### src/rtl/jedro_1_ifu_pkg.sv
// jedro_1_defines: constants shared by the jedro_1 front end.
//   INSTR_ALIGN_BITS : low address bits that are zero for an aligned instruction
//   INSTR_BYTES      : bytes per instruction word (sequential pc increment)
//   RESET_ADDR       : default boot address of the core
package jedro_1_defines;
    localparam int unsigned INSTR_ALIGN_BITS = 2;
    localparam int unsigned INSTR_BYTES      = 4;
    localparam logic [31:0] RESET_ADDR       = 32'h0000_0000;
endpackage

### src/rtl/jedro_1_ifu_fifo.sv
// jedro_1_ifu_fifo: prefetch FIFO of the instruction fetch unit. Each entry
// holds an instruction word and its byte address.
//   clk_i, rstn_i    : clock, asynchronous active-low reset
//   push_i           : write data_i/addr_i at the tail
//   pop_i            : drop the head entry
//   flush_i          : empty the FIFO (overrides push/pop)
//   data_i, addr_i   : entry to push
//   data_o, addr_o   : head entry (registered storage)
//   count_o          : number of valid entries
module jedro_1_ifu_fifo #(
    parameter int unsigned DATA_WIDTH = 32,
    parameter int unsigned ADDR_WIDTH = 32,
    parameter int unsigned DEPTH      = 4
) (
    input  logic                        clk_i,
    input  logic                        rstn_i,
    input  logic                        push_i,
    input  logic                        pop_i,
    input  logic                        flush_i,
    input  logic [DATA_WIDTH-1:0]       data_i,
    input  logic [ADDR_WIDTH-1:0]       addr_i,
    output logic [DATA_WIDTH-1:0]       data_o,
    output logic [ADDR_WIDTH-1:0]       addr_o,
    output logic [$clog2(DEPTH):0]      count_o
);
    localparam int unsigned PTR_W = $clog2(DEPTH);
    localparam int unsigned CNT_W = PTR_W + 1;

    logic [DATA_WIDTH-1:0] data_mem_q [DEPTH];
    logic [ADDR_WIDTH-1:0] addr_mem_q [DEPTH];
    logic [PTR_W-1:0]      wr_ptr_q, wr_ptr_d;
    logic [PTR_W-1:0]      rd_ptr_q, rd_ptr_d;
    logic [CNT_W-1:0]      count_q,  count_d;

    always_comb begin
        wr_ptr_d = wr_ptr_q;
        rd_ptr_d = rd_ptr_q;
        count_d  = count_q;
        if (flush_i) begin
            wr_ptr_d = '0;
            rd_ptr_d = '0;
            count_d  = '0;
        end else begin
            // Pointers wrap naturally because DEPTH is a power of two.
            if (push_i) wr_ptr_d = wr_ptr_q + PTR_W'(1);
            if (pop_i)  rd_ptr_d = rd_ptr_q + PTR_W'(1);
            case ({push_i, pop_i})
                2'b10:   count_d = count_q + CNT_W'(1);
                2'b01:   count_d = count_q - CNT_W'(1);
                default: count_d = count_q;
            endcase
        end
    end

    always_ff @(posedge clk_i or negedge rstn_i) begin
        if (!rstn_i) begin
            wr_ptr_q <= '0;
            rd_ptr_q <= '0;
            count_q  <= '0;
            for (int i = 0; i < int'(DEPTH); i++) begin
                data_mem_q[i] <= '0;
                addr_mem_q[i] <= '0;
            end
        end else begin
            wr_ptr_q <= wr_ptr_d;
            rd_ptr_q <= rd_ptr_d;
            count_q  <= count_d;
            if (push_i && !flush_i) begin
                data_mem_q[wr_ptr_q] <= data_i;
                addr_mem_q[wr_ptr_q] <= addr_i;
            end
        end
    end

    assign data_o  = data_mem_q[rd_ptr_q];
    assign addr_o  = addr_mem_q[rd_ptr_q];
    assign count_o = count_q;
endmodule

### src/rtl/jedro_1_ifu.sv
// jedro_1_ifu: instruction fetch unit. Holds the pc, prefetches sequential
// words from a 1-cycle-latency ROM into a small FIFO and hands them to the
// decoder over valid/ready. A jump redirects the pc and flushes the FIFO.
//   clk_i, rstn_i        : clock, asynchronous active-low reset
//   jmp_addr_i           : redirect target (low two bits ignored)
//   jmp_addr_valid_i     : redirect request, one-cycle pulse
//   ready_i              : decoder accepts the head instruction
//   valid_o              : instr_o/addr_o hold a fetched instruction
//   instr_o, addr_o      : head instruction word and its byte address
//   imem_en_o            : ROM read enable
//   imem_addr_o          : ROM byte address
//   imem_rdata_i         : ROM data, one cycle after an enabled request
module jedro_1_ifu
    import jedro_1_defines::*;
#(
    parameter int unsigned           DATA_WIDTH = 32,
    parameter int unsigned           ADDR_WIDTH = 32,
    parameter logic [ADDR_WIDTH-1:0] BOOT_ADDR  = ADDR_WIDTH'(RESET_ADDR),
    parameter int unsigned           FIFO_DEPTH = 4
) (
    input  logic                  clk_i,
    input  logic                  rstn_i,
    input  logic [ADDR_WIDTH-1:0] jmp_addr_i,
    input  logic                  jmp_addr_valid_i,
    input  logic                  ready_i,
    output logic                  valid_o,
    output logic [DATA_WIDTH-1:0] instr_o,
    output logic [ADDR_WIDTH-1:0] addr_o,
    output logic                  imem_en_o,
    output logic [ADDR_WIDTH-1:0] imem_addr_o,
    input  logic [DATA_WIDTH-1:0] imem_rdata_i
);
    localparam int unsigned           CNT_W      = $clog2(FIFO_DEPTH) + 1;
    localparam logic [ADDR_WIDTH-1:0] ALIGN_MASK = ~ADDR_WIDTH'((1 << INSTR_ALIGN_BITS) - 1);

    logic [ADDR_WIDTH-1:0] pc_q, pc_d;
    logic [ADDR_WIDTH-1:0] req_addr_q, req_addr_d;
    logic                  inflight_q, inflight_d;
    logic                  drop_q, drop_d;
    logic [CNT_W-1:0]      count;
    logic [CNT_W:0]        credit_used;
    logic                  issue, push, pop;

    // A request is only issued when a FIFO slot is guaranteed for its
    // response, counting the word still on its way back from the ROM.
    assign credit_used = {1'b0, count} + {{CNT_W{1'b0}}, inflight_q};
    assign issue       = rstn_i && !jmp_addr_valid_i &&
                         (credit_used < (CNT_W + 1)'(FIFO_DEPTH));

    // A jump wins over any push or pop in the same cycle.
    assign push = inflight_q && !drop_q && !jmp_addr_valid_i;
    assign pop  = valid_o && ready_i && !jmp_addr_valid_i;

    always_comb begin
        pc_d       = pc_q;
        req_addr_d = req_addr_q;
        inflight_d = issue;
        drop_d     = 1'b0;
        if (jmp_addr_valid_i) begin
            pc_d   = jmp_addr_i & ALIGN_MASK;
            // Any response still owed by the old stream must not reach the FIFO.
            drop_d = inflight_q;
        end else if (issue) begin
            pc_d       = pc_q + ADDR_WIDTH'(INSTR_BYTES);
            req_addr_d = pc_q;
        end
    end

    always_ff @(posedge clk_i or negedge rstn_i) begin
        if (!rstn_i) begin
            pc_q       <= BOOT_ADDR;
            req_addr_q <= '0;
            inflight_q <= 1'b0;
            drop_q     <= 1'b0;
        end else begin
            pc_q       <= pc_d;
            req_addr_q <= req_addr_d;
            inflight_q <= inflight_d;
            drop_q     <= drop_d;
        end
    end

    jedro_1_ifu_fifo #(
        .DATA_WIDTH (DATA_WIDTH),
        .ADDR_WIDTH (ADDR_WIDTH),
        .DEPTH      (FIFO_DEPTH)
    ) u_fifo (
        .clk_i   (clk_i),
        .rstn_i  (rstn_i),
        .push_i  (push),
        .pop_i   (pop),
        .flush_i (jmp_addr_valid_i),
        .data_i  (imem_rdata_i),
        .addr_i  (req_addr_q),
        .data_o  (instr_o),
        .addr_o  (addr_o),
        .count_o (count)
    );

    assign valid_o     = (count != '0);
    assign imem_en_o   = issue;
    assign imem_addr_o = pc_q;
endmodule

### config.mk
export PLATFORM = sky130hd
export DESIGN_NAME = jedro_1_ifu
export DESIGN_NICKNAME = d
export VERILOG_FILES = /design/src/rtl/jedro_1_ifu_pkg.sv /design/src/rtl/jedro_1_ifu_fifo.sv /design/src/rtl/jedro_1_ifu.sv
export SDC_FILE = /design/constraint.sdc
export NUM_CORES = 1
export LEC_CHECK = 0
export BUFFER_PORTS_ARGS = -buffer_cell sky130_fd_sc_hd__buf_2
export CORE_ASPECT_RATIO = 0.9
export CORE_MARGIN = 8
export CORE_UTILIZATION = 50
export CTS_CLUSTER_DIAMETER = 80
export DETAILED_ROUTE_END_ITERATION = 8
export PLACE_DENSITY = 0.7
export SETUP_SLACK_MARGIN = 0.2
export SLEW_MARGIN = 20
export SYNTH_ARGS = -nofsm -noshare
export SYNTH_HDL_FRONTEND = slang
export SYNTH_SLANG_ARGS = --single-unit
export TNS_END_PERCENT = 5
### constraint.sdc
create_clock -name clk_i -period 2.9 [get_ports clk_i]
set_input_delay 0.435 -clock clk_i [delete_from_list [all_inputs] [get_ports clk_i]]
set_output_delay 0.435 -clock clk_i [all_outputs]
set_load 0.01 [all_outputs]
==> flow_summary_export.csv, run 1 <==
group,metric,value,unit
outcome,outcome,"completed",
logic_synthesis,yosys.area_share.adder,0.5845,%
grt,top_usage_layer,"met2",
timing,setup_viol_count_final,0,
logic_synthesis,synth_top_cell_area_share,56.15,%
floorplan,num_rows,58,
placement,globalplace.congestion,0.7800,
critical_path,worstSetupPathType,"flip-flop to output port",
floorplan,io_pins,166,
grt,met2_usage,28.00,%
final_layout,drive_gt1_share,55.65,%
cts,htree_levels,2,
logic_synthesis,synthMuxAreaShare,32.42,%
logic_synthesis,synthCells,910,
cts,clk_latency,0.50,ns
timing,slew_violations,0,
pwr,fin_total_pwr,15630,uW
timing,rsz0062_at_grt,"false",
logic_synthesis,yosys-top-cells-area,"dfrtp_1 56%, mux2_2 22%, mux4_2 9.9%",
grt,grt_max_degree,164,
grt,overflow,0,
grt,antenna_found_initial,0,
floorplan,coreArea,27870,um2
logic_synthesis,synth_top_family_by_area,"multiplexers",
timing,fin_skew,0.01517,ns
logic_synthesis,yosysWarnings,0,
final_layout,num-fill-cells,2190,
floorplan,die_h,175.5,um
cts,cts_tree,"yes",
final_layout,nets,1150,
timing,fin_crit,2.484,ns
grt,grt_pass1_vias,8840,
logic_synthesis,synth-simple-area-share,4.738,%
logic_synthesis,yosysSeqAreaShare,56.15,%
cts,clkSinkCount,317,
timing,worstMarginPinSlew,0.9386,ns
cts,clkSlewWorstSetupHoldPaths,0.06,ns
final_layout,antennaDiodeCount,0,
pwr,cellPowerDensity,940.6,nW/um2
timing,fmax,402.5,MHz
timing,timing.final.crit_share,85.67,%
floorplan,dieArea,33900,um2
grt,grtUsageTotal,18.40,%
critical_path,cp_max_fo,26,
cts,cts_hold_buffers,0,
routing,dr.pass1.iters,4,
cts,clock_path_buffers,3,
logic_synthesis,async_reset_ff_share,100.0,%
critical_path,cp-end-kind,"output port",
job,cap_violations,0,
logic_synthesis,synth-seq-cells,317,
placement,place_hpwl,19230,um
critical_path,critical_path_required,2.47,ns
pwr,vdd_ir_drop_max,0.4170,mV
timing,setup_tns,0,ns
logic_synthesis,syn_area,14130,um2
logic_synthesis,synth_xor_xnor_area_share,2.170,%
routing,drc,0,
routing,drtIter0Drc,288,
cts,cts_buffers,34,
routing,detail_route.wirelength,30250,um
final_layout,syn2layout_area_growth,17.61,%
routing,ant_nets,0,
grt,met1_usage,27.00,%
hold_path,worstHoldPathType,"input pin to asynchronous set/reset pin",
routing,via_per_inst,5.569,
floorplan,fp.dieW,193.2,um
final_layout,multi_input_area,5819,um2
critical_path,critPathLaunchType,"flip-flop",
logic_synthesis,avgSynthCellArea,15.53,um2
timing,slew_headroom,37.43,%
logic_synthesis,yosysTopAreaCell,"dfrtp_1",
grt,globalRouteMet3Util,3.351,%
logic_synthesis,synth_commonest_cells,"317 x dfrtp_1, 281 x mux2_2, 62 x mux4_2, 37 x nand2_1, 30 x xnor2_1",
logic_synthesis,yosysMostFrequentCell,"dfrtp_1",
critical_path,arrival,2.05,ns
cts,root_buffer,"clkbuf_16",
logic_synthesis,ys.flop_type,"dfrtp_1",
floorplan,start_util,50.70,%
routing,vias,8120,
logic_synthesis,synth_edf_count,0,
routing,wl_per_cell,20.75,um
grt,grt_pass1_wl,49760,um
final_layout,ff_latch_area,7940,um2
timing,hold_viol,0,
pwr,power_leakage,0.007595,uW
logic_synthesis,synth_compound_gate_area_share,1.045,%
logic_synthesis,yosysUniqueCellTypes,36,
placement,io_buffers,159,
kinds of logic after synthesis:
group	after synthesis
other cells	1
buf+inv	70
mux	345
compound gates	29
fa+ha+maj	6
simple gates	107
xor+xnor	35
flops	317
where the power goes:
group	switching [uW]	internal [uW]	leakage, uW
Clock	1710	2830	0.000575
Sequential	885	5660	0.00412
Combinational	1920	2620	0.00290
state kept, by name, summed over array words and instances (netlist names):
name	flops
u_fifo.rd_ptr_q	2
u_fifo.addr_mem_q	120
req_addr_q	30
inflight_q	1
u_fifo.data_mem_q	128
u_fifo.wr_ptr_q	2
u_fifo.count_o	3
imem_addr_o	30
drop_q	1
final timing paths:
kind / depth (start not counted) / endpoint / start / slack (ns)
worst min-delay path: 2 / u_fifo.data_mem_q[120]$_DFFE_PN0P_ / rstn_i / 0.08
min in group clk_i: 3 / imem_addr_o[13]$_DFFE_PN0P_ / jmp_addr_i[13] / 0.14
worst min register to register: 1 / u_fifo.addr_mem_q[46]$_DFFE_PN0P_ / u_fifo.addr_mem_q[46]$_DFFE_PN0P_ / 0.50
worst max register to register: 7 / req_addr_q[6]$_DFFE_PN0P_ / u_fifo.count_o[2]$_DFFE_PN0P_ / 0.78
worst max-delay path: 3 / addr_o[20] / u_fifo.rd_ptr_q[1]$_DFFE_PN0P_ / 0.42
max in group asynchronous: 3 / u_fifo.addr_mem_q[22]$_DFFE_PN0P_ / rstn_i / 1.37
repair_timing:
action	CTS	global route
resized for setup	0	0
pin swaps	0	1
buffers inserted	2	5
setup endpoints to repair	1	1
cell usage in the layout (no fill, tap or decap), types with 6 or more instances in the layout:
cell type | Yosys | layout
buf_12 | 0 | 13
buf_2 | 18 | 158
buf_4 | 28 | 17
clkbuf_16 | 0 | 35
clkbuf_8 | 0 | 7
dfrtp_1 | 317 | 315
inv_1 | 8 | 8
mux2_2 | 281 | 281
mux4_2 | 62 | 62
nand2_1 | 37 | 37
nand3_1 | 11 | 11
nor2_1 | 14 | 13
nor4_2 | 6 | 6
o21ai_0 | 13 | 13
o21ai_1 | 14 | 14
xnor2_1 | 30 | 30
layer usage:
metal	wire, um	share of wire, %
met5	0	0
met4	590	2.0
met3	1280	4.2
met2	13700	45
met1	14680	49
metrics by stage:
| stage | cell area [um2] | std cells | util (%) | setup WS (ns) | hold WS [ns] |
|---|---|---|---|---|---|
| after global routing | 16620 | 1458 | 59.63 | 0.3317 | 0.1308 |
| after floorplan | 14140 | 913 | - | 0.7035 | 0.1394 |
| after CTS | 16570 | 1453 | 59.45 | 0.2518 | 0.1196 |
| after detailed placement | 15370 | 1393 | 55.15 | 0.5936 | 0.4900 |
| final | 16620 | 1458 | 59.63 | 0.4156 | 0.08224 |
| after global placement | 15370 | 1393 | 55.15 | 0.6085 | 0.4836 |
critical path, cell delays in order, from the launching register on:
cell and delay [ns]:
dfrtp_4 0.73, buf_4 0.30, mux4_2 0.34, buf_2 0.16
final cells by class:
class	instances	share of cell area, %
sequential	317	47.78
multi-input combinational	526	35.02
timing repair buffer	189	7.183
clock buffer	47	5.963
tap	360	2.711
clock inverter	11	1.160
inverter	8	0.1807
(Power assumes the default switching activity.)
==> run 2: changes to the inputs <==
--- a/config.mk
+++ b/config.mk
@@ -11,9 +11,9 @@
 export CORE_UTILIZATION = 50
 export CTS_CLUSTER_DIAMETER = 80
 export DETAILED_ROUTE_END_ITERATION = 8
+export MAX_ROUTING_LAYER = met4
 export PLACE_DENSITY = 0.7
 export SETUP_SLACK_MARGIN = 0.2
-export SLEW_MARGIN = 20
 export SYNTH_ARGS = -nofsm -noshare
 export SYNTH_HDL_FRONTEND = slang
 export SYNTH_SLANG_ARGS = --single-unit
==> flow_summary_export.csv, run 2 (synthesis gave the netlist of run 1 again) <==
group,metric,value,unit
outcome,outcome,"completed",
timing,fmax,402.0,MHz
final_layout,stdcell_count,1458,
final_layout,mostFrequentLayoutCell,"dfrtp_1",
routing,drtIter0Drc,294,
pwr,seqPwrFrac,41.8,%
cts,clock_path_buffers,3,
timing,fin_skew,0.01407,ns
pwr,p_clk_share,29.1,%
final_layout,drive_gt1_share,55.65,%
floorplan,num_rows,58,
pwr,comb_power_share,29.1,%
cts,clk_latency,0.50,ns
critical_path,slowest_stage,"dfrtp_4",
critical_path,worstSetupPathType,"flip-flop to output port",
floorplan,coreArea,27870,um2
critical_path,cp_top_family,"flip-flops",
pwr,cellPowerDensity,940.8,nW/um2
floorplan,die_h,175.5,um
pwr,power_leakage,0.007595,uW
timing,slew_violations,0,
timing,timing.final.crit_share,85.77,%
grt,grt_pass1_vias,8860,
grt,overflow,0,
cts,clkSinkCount,317,
placement,place_hpwl,19230,um
critical_path,critPathMaxStageDelay,0.73,ns
critical_path,crit_path_cell_trace,"buf_4 > mux4_2 > buf_2",
cts,root_buffer,"clkbuf_16",
grt,antenna_found_initial,0,
cts,cts_buffers,34,
final_layout,syn2layout_area_growth,17.61,%
routing,drc,0,
placement,placed_cells,1393,
routing,dr.pass1.iters,5,
timing,rsz0062_at_grt,"false",
critical_path,critical_path_required,2.47,ns
routing,wl_per_cell,20.70,um
critical_path,cp-end-kind,"output port",
floorplan,start_util,50.70,%
placement,globalplace.congestion,0.7907,
routing,ant_nets,0,
routing,vias,8104,
pwr,p_sw_share,28.94,%
grt,grt_max_degree,164,
critical_path,critPathLaunchType,"flip-flop",
placement,io_buffers,159,
grt,grtUsageTotal,18.95,%
final_layout,nets,1150,
critical_path,path_buf_inv,2,
pwr,vdd_ir_drop_max,0.4165,mV
final_layout,regMostFlops,"u_fifo.data_mem_q",
cts,cts_tree,"yes",
floorplan,dieArea,33900,um2
job,cap_violations,0,
final_layout,antennaDiodeCount,0,
final_layout,final_cell_mix,"315 x dfrtp_1, 281 x mux2_2, 158 x buf_2, 62 x mux4_2, 37 x nand2_1",
timing,worstMarginPinSlew,0.9320,ns
timing,setup_tns,0,ns
critical_path,arrival,2.05,ns
floorplan,fp.dieW,193.2,um
floorplan,io_pins,166,
final_layout,reg_top3,"u_fifo.data_mem_q (128), u_fifo.addr_mem_q (120)",
pwr,p_int,11110,uW
timing,setup_viol_count_final,0,
hold_path,worstHoldPathType,"input pin to asynchronous set/reset pin",
routing,detail_route.wirelength,30180,um
cts,cts_resized,0,
grt,grt_pass1_wl,49740,um
cts,clkSlewWorstSetupHoldPaths,0.06,ns
critical_path,cp_max_fo,26,
timing,fin_crit,2.487,ns
pwr,switchingPower,4525,uW
final_layout,largest_register_ffs,128,
timing,hold_viol,0,
routing,via_per_inst,5.558,
cts,htree_levels,2,
timing,slew_headroom,37.86,%
-- run 2: worst paths after layout --
kind	start	endpoint	slack (ns)	cells past startpoint
setup / recovery	u_fifo.rd_ptr_q[1]$_DFFE_PN0P_	addr_o[20]	0.41	3
hold / removal	rstn_i	u_fifo.data_mem_q[120]$_DFFE_PN0P_	0.08	2
setup reg to reg	u_fifo.count_o[2]$_DFFE_PN0P_	req_addr_q[8]$_DFFE_PN0P_	0.80	7
hold reg to reg	u_fifo.addr_mem_q[46]$_DFFE_PN0P_	u_fifo.addr_mem_q[46]$_DFFE_PN0P_	0.50	1
max in group asynchronous	rstn_i	u_fifo.addr_mem_q[22]$_DFFE_PN0P_	1.38	3
min in group clk_i	jmp_addr_i[13]	imem_addr_o[13]$_DFFE_PN0P_	0.14	3
-- run 2: final cells by class --
cell class	instances	area [um2]
inverter	8	30.03
clock inverter	11	192.7
multi-input combinational	526	5819
fill	2190	11250
clock buffer	47	991.0
tap	360	450.4
sequential	317	7940
timing repair buffer	189	1194
-- run 2: repair_timing --
action,CTS,global route
pin swaps,0,1
setup endpoints to repair,1,1
hold buffers,0,0
setup buffers,2,5
-- run 2: metal layers --
metal | wire length (um) | part of all wire, % | track usage [%]
met2 | 13560 | 45 | 27.97
met3 | 1169 | 3.9 | 2.795
met4 | 590 | 2.0 | 4.612
met1 | 14860 | 49 | 27.43
met5 | 0 | 0 | -
-- run 2: power by group through the flow --
stage / clock network [uW] / registers, uW / logic [uW]
after floorplan: 0 / 6260 / 3160
after global placement: 0 / 6590 / 4450
after detailed placement: 0 / 6650 / 4550
after CTS: 4690 / 6530 / 4640
after global routing: 4870 / 6720 / 4940
final: 4550 / 6540 / 4550
-- run 2: stage by stage --
| stage | worst slack (ns) | hold WS, ns | utilization (%) | area (um2) | total power, uW |
|---|---|---|---|---|---|
| global route | 0.3317 | 0.1308 | 59.63 | 16620 | 16530 |
| finish | 0.4126 | 0.07853 | 59.63 | 16620 | 15630 |
| detailed placement | 0.5936 | 0.4900 | 55.15 | 15370 | 11200 |
| global placement | 0.6085 | 0.4836 | 55.15 | 15370 | 11040 |
| CTS | 0.2518 | 0.1196 | 59.45 | 16570 | 15860 |
| floorplan | 0.7035 | 0.1394 | - | 14140 | 9416 |
==> run 3: changes to the inputs <==
==> constraint.sdc (replaced) <==
create_clock -name clk_i -period 2.8 [get_ports clk_i]
set_input_delay 0.42 -clock clk_i [delete_from_list [all_inputs] [get_ports clk_i]]
set_output_delay 0.42 -clock clk_i [all_outputs]
set_load 0.01 [all_outputs]
==> flow_summary_export.csv, run 3 (synthesis gave the netlist of run 1 again) <==
group,metric,value,unit
critical_path,critPathLaunchType,"input pin",
pwr,cellPowerDensity,972.9,nW/um2
final_layout,num-fill-cells,2211,
floorplan,start_util,50.70,%
placement,globalplace.congestion,0.7818,
final_layout,syn2layout_area_growth,17.52,%
routing,dr.pass1.iters,4,
job,cap_violations,0,
grt,antenna_found_initial,0,
grt,overflow,0,
outcome,outcome,"completed",
pwr,p_sw_share,29.10,%
timing,fin_crit,2.418,ns
timing,setup_tns,0,ns
cts,clock_path_buffers,3,
grt,grt_pass1_wl,49850,um
cts,cts_buffers,34,
final_layout,reg_top3,"u_fifo.data_mem_q (128), u_fifo.addr_mem_q (120)",
cts,root_buffer,"clkbuf_16",
pwr,p_int,11450,uW
cts,htree_levels,2,
cts,clk_latency,0.52,ns
routing,vias,8120,
timing,hold_slack,0.1083,ns
routing,via_per_inst,5.558,
hold_path,worstHoldPathType,"input pin to flip-flop",
timing,setup_viol_count_final,0,
grt,grtUsageTotal,19.03,%
placement,place_hpwl,19410,um
final_layout,antennaDiodeCount,0,
routing,detail_route.wirelength,30460,um
final_layout,drive_gt1_share,55.40,%
critical_path,slowest_stage,"dlygate4sd3_1",
critical_path,cp_top_family,"buffers and inverters",
timing,worstMarginPinSlew,0.8961,ns
final_layout,mostFrequentLayoutCell,"dfrtp_1",
cts,cts_tree,"yes",
timing,rsz0062_at_grt,"false",
final_layout,largest_register_ffs,128,
floorplan,io_pins,166,
final_layout,final_cell_mix,"315 x dfrtp_1, 281 x mux2_2, 158 x buf_2, 62 x mux4_2, 37 x nand2_1",
critical_path,cp_max_fo,4,
routing,drc,0,
critical_path,critPathMaxStageDelay,0.57,ns
timing,fmax,413.6,MHz
final_layout,regMostFlops,"u_fifo.data_mem_q",
floorplan,dieArea,33900,um2
cts,clkSinkCount,317,
timing,timing.final.crit_share,86.35,%
critical_path,path_depth,6,
pwr,comb_power_share,28.9,%
pwr,power_leakage,0.007590,uW
timing,fin_skew,0.02472,ns
grt,grt_max_degree,167,
timing,slew_violations,0,
pwr,p_clk_share,29.3,%
floorplan,coreArea,27870,um2
pwr,seqPwrFrac,41.8,%
floorplan,die_h,175.5,um
timing,slew_headroom,40.26,%
critical_path,cp-end-kind,"output port",
floorplan,fp.dieW,193.2,um
pwr,switchingPower,4700,uW
placement,io_buffers,159,
critical_path,r2r_cells,8,
timing,hold_viol,0,
hold_path,min_path_cells,3,
routing,drtIter0Drc,374,
critical_path,worstSetupPathType,"input pin to output port",
critical_path,critical_path_required,2.38,ns
pwr,vdd_ir_drop_max,0.4623,mV
critical_path,arrival,2.00,ns
floorplan,num_rows,58,
grt,grt_pass1_vias,8849,
critical_path,path_buf_inv,3,
critical_path,crit_path_cell_trace,"dlygate4sd3_1 > buf_8 > nor2b_2 > nand2_1 > nor2_4 > buf_2",
cts,clkSlewWorstSetupHoldPaths,0.06,ns
final_layout,nets,1149,
routing,wl_per_cell,20.85,um
routing,ant_nets,0,
## run 3: cell count changes in the layout (fill, tap and decap cells not counted), sizes merged
cell and delta:
clkinv +4, buf -2, clkbuf +2, clkinvlp -1, dlygate4sd3 +1, inv -1
## run 3: tightest hold or removal path, stage by stage
cell and delay, ns:
buf_2 0.07, nand2_1 0.04, o21ai_0 0.05
## run 3: timing repair
item | 4_1_cts | 5_1_grt
hold buffers | 1 | 0
pin swaps | 1 | 0
hold endpoints to repair | 34 | 0
buffers inserted | 1 | 0
gates resized for setup | 0 | 1
setup endpoints to repair | 1 | 1
## run 3: metrics by stage
| step | area, um2 | setup WS [ns] | instances | utilization [%] | power, uW |
|---|---|---|---|---|---|
| after global routing | 16600 | 0.3085 | 1461 | 59.58 | 17050 |
| final | 16600 | 0.3822 | 1461 | 59.58 | 16150 |
| after CTS | 16600 | 0.2438 | 1461 | 59.57 | 16390 |
| after detailed placement | 15390 | 0.4721 | 1397 | 55.21 | 11590 |
| after floorplan | 14140 | 0.6185 | 913 | - | 9753 |
| after global placement | 15390 | 0.4971 | 1397 | 55.21 | 11440 |
## run 3: worst paths after layout
kind | startpoint | to | slack, ns
min reg2reg | u_fifo.addr_mem_q[126]$_DFFE_PN0P_ | u_fifo.addr_mem_q[126]$_DFFE_PN0P_ | 0.50
min | jmp_addr_i[9] | imem_addr_o[9]$_DFFE_PN0P_ | 0.11
max | rstn_i | imem_en_o | 0.38
max in group asynchronous | rstn_i | u_fifo.addr_mem_q[25]$_DFFE_PN0P_ | 0.77
max reg2reg | u_fifo.count_o[0]$_DFFE_PN0P_ | u_fifo.count_o[2]$_DFFE_PN0P_ | 0.66
min in group asynchronous | rstn_i | req_addr_q[5]$_DFFE_PN0P_ | 0.57
## run 3: routing by layer
metal	share of wire (%)	GRT usage (%)	wire, um	vias up
met5	0	-	0	-
li1	-	-	-	3643
met2	47	28.60	14220	187
met1	47	26.99	14450	4237
met4	1.8	4.516	556	0
met3	4.0	3.053	1229	53
## run 3: layout make-up
class	instances	area, um2	share of cell area [%]
multi-input combinational	526	5822	35.06
clock buffer	49	978.4	5.893
sequential	317	7940	47.82
clock inverter	13	219.0	1.319
tap	360	450.4	2.713
timing repair buffer	188	1164	7.008
inverter	8	30.03	0.1809
## run 3: power groups by stage
stage	combinational [uW]	clock (uW)	sequential [uW]
2_1_floorplan	3270	0	6480
3_3_place_gp	4680	0	6760
3_5_place_dp	4770	0	6820
4_1_cts	4800	4840	6750
5_1_grt	5060	5020	6960
6_report	4670	4730	6760
